[src/rtl/cpu_pkg.sv]
// Shared miniCPU definitions: instruction width and field map, special opcodes,
// and the fetch/decode sequencer state encoding.
package cpu_pkg;

  localparam int unsigned INSTR_WIDTH = 16;

  localparam int unsigned OP_MSB  = 15;
  localparam int unsigned OP_LSB  = 12;
  localparam int unsigned DST_MSB = 11;
  localparam int unsigned DST_LSB = 8;
  localparam int unsigned S1_MSB  = 7;
  localparam int unsigned S1_LSB  = 4;
  localparam int unsigned S2_MSB  = 3;
  localparam int unsigned S2_LSB  = 0;
  localparam int unsigned TGT_MSB = 7;
  localparam int unsigned TGT_LSB = 0;

  localparam logic [3:0] OP_HALT = 4'hF;
  localparam logic [3:0] OP_JUMP = 4'hE;

  typedef enum logic [2:0] {
    ST_IDLE,
    ST_FETCH,
    ST_DECODE,
    ST_ISSUE,
    ST_HALT
  } fd_state_e;

endpackage

[src/rtl/fd_instr_split.sv]
// Combinational split of an instruction word into opcode and register fields;
// shared with any later disassembly/trace logic.
module fd_instr_split
  import cpu_pkg::*;
#(
  parameter int unsigned INSTR_W = INSTR_WIDTH
) (
  input  logic [INSTR_W-1:0] instr_i,
  output logic [3:0]         opcode_o,
  output logic [3:0]         dstadd_o,
  output logic [3:0]         srcadd_1_o,
  output logic [3:0]         srcadd_2_o
);

  assign opcode_o   = instr_i[OP_MSB:OP_LSB];
  assign dstadd_o   = instr_i[DST_MSB:DST_LSB];
  assign srcadd_1_o = instr_i[S1_MSB:S1_LSB];
  assign srcadd_2_o = instr_i[S2_MSB:S2_LSB];

endmodule

[src/rtl/fetch_decode.sv]
// miniCPU front end: fetches one instruction at a time, decodes it and hands it
// to execute. Optional FD_JUMP_EN makes opcode 4'hE an unconditional jump.
module fetch_decode
  import cpu_pkg::*;
#(
  parameter int unsigned      PC_W     = 8,
  parameter int unsigned      INSTR_W  = INSTR_WIDTH,
  parameter logic [PC_W-1:0]  RESET_PC = '0,
  parameter logic [3:0]       HALT_OP  = OP_HALT
) (
  input  logic               clk,
  input  logic               reset,
  input  logic               start,
  output logic               imem_req,
  output logic [PC_W-1:0]    imem_addr,
  input  logic               imem_ready,
  input  logic [INSTR_W-1:0] imem_rdata,
  output logic [3:0]         opcode,
  output logic [3:0]         dstadd,
  output logic [3:0]         srcadd_1,
  output logic [3:0]         srcadd_2,
  output logic               issue_valid,
  input  logic               exec_ready,
  output logic [PC_W-1:0]    pc,
  output logic               halted
);

  fd_state_e          state_q, state_d;
  logic [PC_W-1:0]    pc_q, pc_d;
  logic [INSTR_W-1:0] instr_q, instr_d;

  always_ff @(posedge clk) begin
    if (reset) begin
      state_q <= ST_IDLE;
      pc_q    <= RESET_PC;
      instr_q <= '0;
    end else begin
      state_q <= state_d;
      pc_q    <= pc_d;
      instr_q <= instr_d;
    end
  end

  // Fields come straight from the instruction register, so they hold the last
  // fetched word until the next fetch completes.
  fd_instr_split #(
    .INSTR_W (INSTR_W)
  ) u_split (
    .instr_i    (instr_q),
    .opcode_o   (opcode),
    .dstadd_o   (dstadd),
    .srcadd_1_o (srcadd_1),
    .srcadd_2_o (srcadd_2)
  );

  always_comb begin
    state_d = state_q;
    pc_d    = pc_q;
    instr_d = instr_q;
    unique case (state_q)
      ST_IDLE: begin
        if (start) state_d = ST_FETCH;
      end
      ST_FETCH: begin
        if (imem_ready) begin
          instr_d = imem_rdata;
          state_d = ST_DECODE;
        end
      end
      ST_DECODE: begin
        if (opcode == HALT_OP) begin
          state_d = ST_HALT;
        end
`ifdef FD_JUMP_EN
        else if (opcode == OP_JUMP) begin
          pc_d    = PC_W'(instr_q[TGT_MSB:TGT_LSB]);
          state_d = ST_FETCH;
        end
`endif
        else begin
          state_d = ST_ISSUE;
        end
      end
      ST_ISSUE: begin
        if (exec_ready) begin
          pc_d    = pc_q + PC_W'(1);
          state_d = ST_FETCH;
        end
      end
      ST_HALT: begin
        state_d = ST_HALT;
      end
      default: begin
        state_d = ST_IDLE;
      end
    endcase
  end

  assign imem_req    = (state_q == ST_FETCH);
  assign imem_addr   = pc_q;
  assign issue_valid = (state_q == ST_ISSUE);
  assign halted      = (state_q == ST_HALT);
  assign pc          = pc_q;

endmodule

[config.mk]
export PLATFORM = sky130hd
export DESIGN_NAME = fetch_decode
export DESIGN_NICKNAME = d
export VERILOG_FILES = /design/src/rtl/cpu_pkg.sv /design/src/rtl/fd_instr_split.sv /design/src/rtl/fetch_decode.sv
export SDC_FILE = /design/constraint.sdc
export NUM_CORES = 1
export LEC_CHECK = 0
export BUFFER_PORTS_ARGS = -buffer_cell sky130_fd_sc_hd__buf_4
export CAP_MARGIN = 25
export CORE_MARGIN = 2
export CORE_UTILIZATION = 35
export CTS_CLUSTER_DIAMETER = 30
export DETAILED_ROUTE_END_ITERATION = 8
export SETUP_SLACK_MARGIN = 0.2
export SLEW_MARGIN = 20
export SYNTH_ARGS = -nofsm -noshare
export SYNTH_HDL_FRONTEND = slang
export SYNTH_SLANG_ARGS = --single-unit
[constraint.sdc]
create_clock -name clk -period 2.7 [get_ports clk]
set_input_delay 0.54 -clock clk [delete_from_list [all_inputs] [get_ports clk]]
set_output_delay 0.54 -clock clk [all_outputs]
set_load 0.005 [all_outputs]
==> results of run 1 <==
==> final cells by class <==
class	instances	share of cell area, %
multi-input combinational	94	33.4
inverter	2	0.477
clock inverter	1	0.477
tap	46	3.65
clock buffer	3	1.43
sequential	27	34.3
timing repair buffer	55	26.2
==> metrics by stage <==
stage          worst slack [ps]  cells  utilization, %  power (µW)
2_1_floorplan              1250    141               -         484
3_3_place_gp               1100    224            46.7         530
3_5_place_dp               1030    224            46.7         532
4_1_cts                     821    228            47.6         716
5_1_grt                     709    228            47.6         744
6_report                    848    228            47.6         703
==> Yosys cell counts, drive strengths merged <==
cell,number
nand4,2
and4bb,1
nand4bb,1
xor2,1
nor3b,1
a211oi,3
o21ai,2
a211o,1
or2b,1
buf,13
nand2,36
inv,2
ha,1
nand3,1
o211ai,1
or3,1
a21oi,22
nand3b,1
nand4b,1
mux2i,1
o31ai,5
dfxtp,27
or3b,1
or4,5
nor2,4
and3b,1
clkbuf,5
==> worst max-delay path by stage <==
stage              endpoint  cells after the start
3_3_place_gp     instr_q[1]                      4
4_1_cts              halted                      3
5_1_grt            imem_req                      2
3_5_place_dp     instr_q[3]                      4
2_1_floorplan  imem_addr[4]                      4
6_report             halted                      3
==> power breakdown <==
part           total [µW]  internal (µW)  switching [µW]
logic                91.0           51.4            39.6
clock network         181           56.6             124
registers             431            414            16.8
==> kinds of logic after synthesis <==
kind of cell             share of synthesized area [%]
AO/OA/AOI/OAI                                     16.5
XOR/XNOR                                         0.735
adder cells (fa/ha/maj)                           1.05
buffers and inverters                             10.5
flip-flops                                        45.3
multiplexers                                     0.839
AND/OR/NAND/NOR                                   25.1
==> cell usage in the layout, fill, tap and decap left out, drive strengths merged <==
cell type / netlist / routed
o21ai: 2 / 2
ha: 1 / 1
mux2i: 1 / 1
nor3b: 1 / 1
o211ai: 1 / 1
buf: 13 / 55
or3b: 1 / 1
or3: 1 / 1
dfxtp: 27 / 27
or4: 5 / 5
nand4: 2 / 2
nand4b: 1 / 1
or2b: 1 / 1
nand3b: 1 / 1
a211oi: 3 / 3
xor2: 1 / 1
nand2: 36 / 36
nand4bb: 1 / 1
inv: 2 / 2
a211o: 1 / 1
and4bb: 1 / 1
nor2: 4 / 4
and3b: 1 / 1
nand3: 1 / 1
clkinvlp: 0 / 1
o31ai: 5 / 5
a21oi: 22 / 22
clkbuf: 5 / 3
==> metal layers <==
metal  part of all wire [%]  vias to the layer above  routed length, µm
li1                       -                      560                  -
met1                     41                      498               1070
met2                     49                       45               1260
met3                    9.0                        4                232
met4                   0.74                        0                 19
met5                      0                        -                  0
==> worst reg2reg max path, cell delays in order (launching register included) <==
cell	delay, ps
dfxtp_1	610
nand4bb_1	610
nand2_1	250
a21oi_1	80
==> sequential cells by signal, summed over array words and instances, names as in the netlist <==
register   flops
instr_q       16
state_q        3
imem_addr      8
==> run_results.csv, run 1 <==
group,metric,value,unit
sta,finalHoldViolations,0,
die,initial_utilization,36.0,%
global_route,grt_pass1_wl,4280,µm
power_and_ir_drop,ir_worst_vdd,0.212,mV
synth,avgSynthCellArea,8.46,µm²
clock_tree,cts_sinks,27,
placed_design,dp_hpwl,1920,µm
setup_path,path_max_fanout,9,
setup_path,crit_arrival,1310,ps
placed_design,place.port_buffers,55,
status,status,"finished clean",
setup_path,r2r_end,"instr_q[1]",
sta,setup_tns,0,ps
power_and_ir_drop,leakagePower,0.000656,µW
global_route,grt_busiest_layer,"met2",
die,rows,21,
sta,skew,11.0,ps
cells_and_area,design_area,0.00158,mm²
setup_path,cp-startpoint,"state_q[2]",
setup_path,cp_top_family,"flip-flops",
synth,ys_seq_area_share,45.3,%
clock_tree,clk_latency,330,ps
cells_and_area,seqCellArea,541,µm²
cells_and_area,n_antenna_cell,0,
min_path,hp-class,"primary input to flop",
detailed_routing,dr_total_vias,1107,
setup_path,endpoint_kind,"primary output",
placed_design,dpl_cell_area,0.00155,mm²
setup_path,criticalPathCategory,"flop to primary output",
cells_and_area,fin_nets,205,
clock_tree,cts_root_buf,"clkbuf_4",
clock_tree,cts_tree,"done",
synth,yosysTopAreaCell,"dfxtp_1",
synth,synthCells,141,
sta,worstMarginPinSlew,653,ps
die,core,0.00331,mm²
setup_path,worstPathRequired,2160,ps
global_route,first_global_vias,1041,
die,die_h,62.4,µm
global_route,gr-usage-met2,23.0,%
setup_path,cp_slowest_stage_delay,490,ps
detailed_routing,via_per_inst,4.86,
power_and_ir_drop,power_density,446,mW/mm²
sta,setup_viol,0,
setup_path,critPathLaunchType,"flop",
sta,rsz0062_at_grt,"false",
setup_path,reg2reg_depth,3,
cells_and_area,multiInputGateArea,527,µm²
clock_tree,ctsResizeCount,0,
die,design.die.area,0.00389,mm²
clock_tree,cts_hold_repair.buffers,0,
sta,drv_slew,0,
clock_tree,cts_buffers,3,
detailed_routing,first_pass_iters,4,
global_route,antenna_found_initial,0,
min_path,min_from,"imem_rdata[6]",
global_route,grt_max_degree,28,
die,io-pin-count,56,
detailed_routing,remaining_drc_errors,0,
cells_and_area,syn2layout_area_growth,32.1,%
synth,syn_nets,163,
sta,timing.fmax,540,MHz
setup_path,cp_cell_sequence,"or2b_1, nor2_1, buf_4",
min_path,hold_end,"instr_q[6]",
sta,period_needed,1850,ps
min_path,whs_path_depth,3,
sta,finalCritPeriodShare,68.6,%
synth,synthesis.area,0.00119,mm²
sta,whs,435,ps
sta,slew_headroom,56.2,%
synth,netlist-cell-type-count,30,
global_route,grt.total_usage,13.1,%
setup_path,rr_startpoint,"state_q[0]",
detailed_routing,routed_wl,2580,µm
synth,synthTopCellsByArea,"dfxtp_1 45%, nand2_1 11%, a21oi_1 9.2%, buf_4 5.0%, o31ai_1 3.1%",
clock_tree,clk_pin_slew,160,ps
die,fp.dieW,62.4,µm
global_route,grt_overflow,0,
detailed_routing,ant_nets,0,
detailed_routing,wl_per_cell,11.3,µm
setup_path,path_buf_inv,1,
detailed_routing,drtIter0Drc,49,
cells_and_area,fillers,360,
global_route,met1_usage,15.3,%
synth,synth_top_area_share,45.3,%
clock_tree,h-tree-depth,1,
global_route,grtUsageMet3,3.60,%
cells_and_area,drive_above_1_share,34.1,%
setup_path,rrSetupSlack,1040,ps
synth,ys_seq_elements,27,
synth,yosys_warnings,0,
clock_tree,post_cts_buffers,0,
clock_tree,cts_buffer_depth,2,
setup_path,slowest_stage,"dfxtp_1",
placed_design,routabilityCongestion,0.749,
run,max-cap-violations,0,
(Power assumes the default switching activity.)
==> run 2, diff against run 1 <==
- PLACE_DENSITY: not set -> 0.65
- clock period: 2.7 -> 1.5 ns (I/O delays scaled with it)
==> run_results.csv, run 2 (synthesized netlist as in run 1, its figures left out) <==
group,metric,value,unit
setup_path,rrSetupSlack,40,ps
status,status,"finished clean",
sta,timing.fmax,683,MHz
die,core,0.00331,mm²
min_path,min_from,"imem_rdata[12]",
placed_design,dp_hpwl,1980,µm
detailed_routing,wl_per_cell,12.9,µm
cells_and_area,largest_register_ffs,16,
global_route,first_global_vias,1141,
die,rows,21,
global_route,grt_overflow,0,
power_and_ir_drop,total_power,1290,µW
sta,setup_slack,35.5,ps
detailed_routing,first_pass_iters,4,
setup_path,path_max_fanout,4,
run,max-cap-violations,0,
detailed_routing,routed_wl,3140,µm
detailed_routing,drtIter0Drc,62,
die,initial_utilization,36.0,%
sta,drv_slew,0,
setup_path,criticalPathCategory,"flop to primary output",
clock_tree,cts_root_buf,"clkbuf_4",
setup_path,worstPathRequired,1200,ps
global_route,antenna_found_initial,0,
sta,setup_tns,0,ps
cells_and_area,n_antenna_cell,0,
cells_and_area,layout_common_cells,"63 x buf_4, 36 x nand2_1, 19 x a21oi_1",
setup_path,crit_arrival,1160,ps
setup_path,rr_startpoint,"state_q[2]",
detailed_routing,ant_nets,0,
clock_tree,cts_buffers,3,
min_path,whs_path_depth,3,
clock_tree,cts_hold_repair.buffers,0,
clock_tree,cts_sinks,27,
sta,skew,1.30,ps
placed_design,routabilityCongestion,0.790,
die,design.die.area,0.00389,mm²
setup_path,endpoint_kind,"primary output",
cells_and_area,mostFrequentLayoutCell,"buf_4",
setup_path,reg2reg_depth,4,
setup_path,critPathLaunchType,"flop",
min_path,hp-class,"primary input to flop",
global_route,grt.total_usage,15.5,%
clock_tree,clk_pin_slew,140,ps
clock_tree,h-tree-depth,1,
cells_and_area,drive_above_1_share,49.0,%
clock_tree,cts_tree,"done",
sta,worstMarginPinSlew,341,ps
sta,rsz0062_at_grt,"true",
sta,finalHoldViolations,0,
min_path,hold_end,"instr_q[12]",
cells_and_area,regMostFlops,"instr_q",
setup_path,r2r_end,"state_q[2]",
power_and_ir_drop,power_density,715,mW/mm²
clock_tree,cts_buffer_depth,2,
sta,setup_viol,0,
placed_design,place.port_buffers,55,
cells_and_area,fin_nets,221,
die,io-pin-count,56,
die,die_h,62.4,µm
global_route,grt_pass1_wl,4930,µm
detailed_routing,via_per_inst,4.86,
detailed_routing,remaining_drc_errors,0,
power_and_ir_drop,ir_worst_vdd,0.499,mV
detailed_routing,dr_total_vias,1187,
sta,period_needed,1460,ps
sta,finalCritPeriodShare,97.6,%
clock_tree,clk_latency,310,ps
die,fp.dieW,62.4,µm
global_route,grt_max_degree,28,
cells_and_area,syn2layout_area_growth,50.8,%
power_and_ir_drop,leakagePower,0.000757,µW
sta,slew_headroom,77.3,%
placed_design,place_ws,59.6,ps
-- run 2: cell count changes in the layout (fill, tap and decap cells not counted), moves of 3 or more --
cell     before  now
dfxtp_4       0    4
buf_4        55   63
buf_6         0    8
dfxtp_1      27   16
a21oi_1      22   19
a21oi_2       0    3
dfxtp_2       0    7
-- run 2: worst max-delay path by stage --
| stage | endpoint | cells past startpoint | from | slack [ps] |
|---|---|---|---|---|
| floorplan | imem_addr[4] | 4 | imem_addr[1] | 210 |
| global placement | imem_addr[7] | 3 | state_q[2] | 130 |
| detailed placement | imem_addr[6] | 3 | state_q[2] | 60 |
| CTS | halted | 3 | state_q[2] | 30 |
| global route | halted | 3 | state_q[2] | -30 |
| finish | halted | 3 | state_q[2] | 40 |
-- run 2: repair_timing --
action / CTS / global route
resized for setup: 19 / 13
pin swaps: 2 / 2
buffers inserted: 10 / 4
setup endpoints to repair: 25 / 30
-- run 2: area by class of cell --
class / count / area, µm²
multi-input cells: 94 / 579
inverters: 2 / 7.51
repair buffers: 71 / 563
fillers: 325 / 1510
clock buffers: 4 / 26.3
flip-flops and latches: 27 / 564
well taps: 46 / 57.6
-- run 2: power by group --
group / total (µW) / switching (µW) / internal (µW)
registers: 761 / 19.8 / 741
logic: 219 / 96.6 / 122
clock network: 306 / 202 / 104
-- run 2: worst max-delay path, stage by stage, from the launching register on --
cell and delay [ps]:
dfxtp_4 380, or2b_1 260, nor2_1 100, buf_4 110
-- run 2: per-layer routing --
metal	global-route usage (%)	wire length (µm)
met1	17.7	1270
met2	27.9	1610
met3	5.05	220
met4	4.44	36
met5	0	0
-- run 2: per-stage QoR --
| step | std cells | instance area (µm²) | utilization (%) | hold WS [ps] |
|---|---|---|---|---|
| floorplan | 141 | 1190 | - | 436 |
| finish | 244 | 1800 | 54.3 | 213 |
| CTS | 240 | 1710 | 51.8 | 199 |
| detailed placement | 226 | 1560 | 47.2 | 447 |
| global route | 244 | 1800 | 54.3 | 185 |
| global placement | 226 | 1560 | 47.2 | 444 |
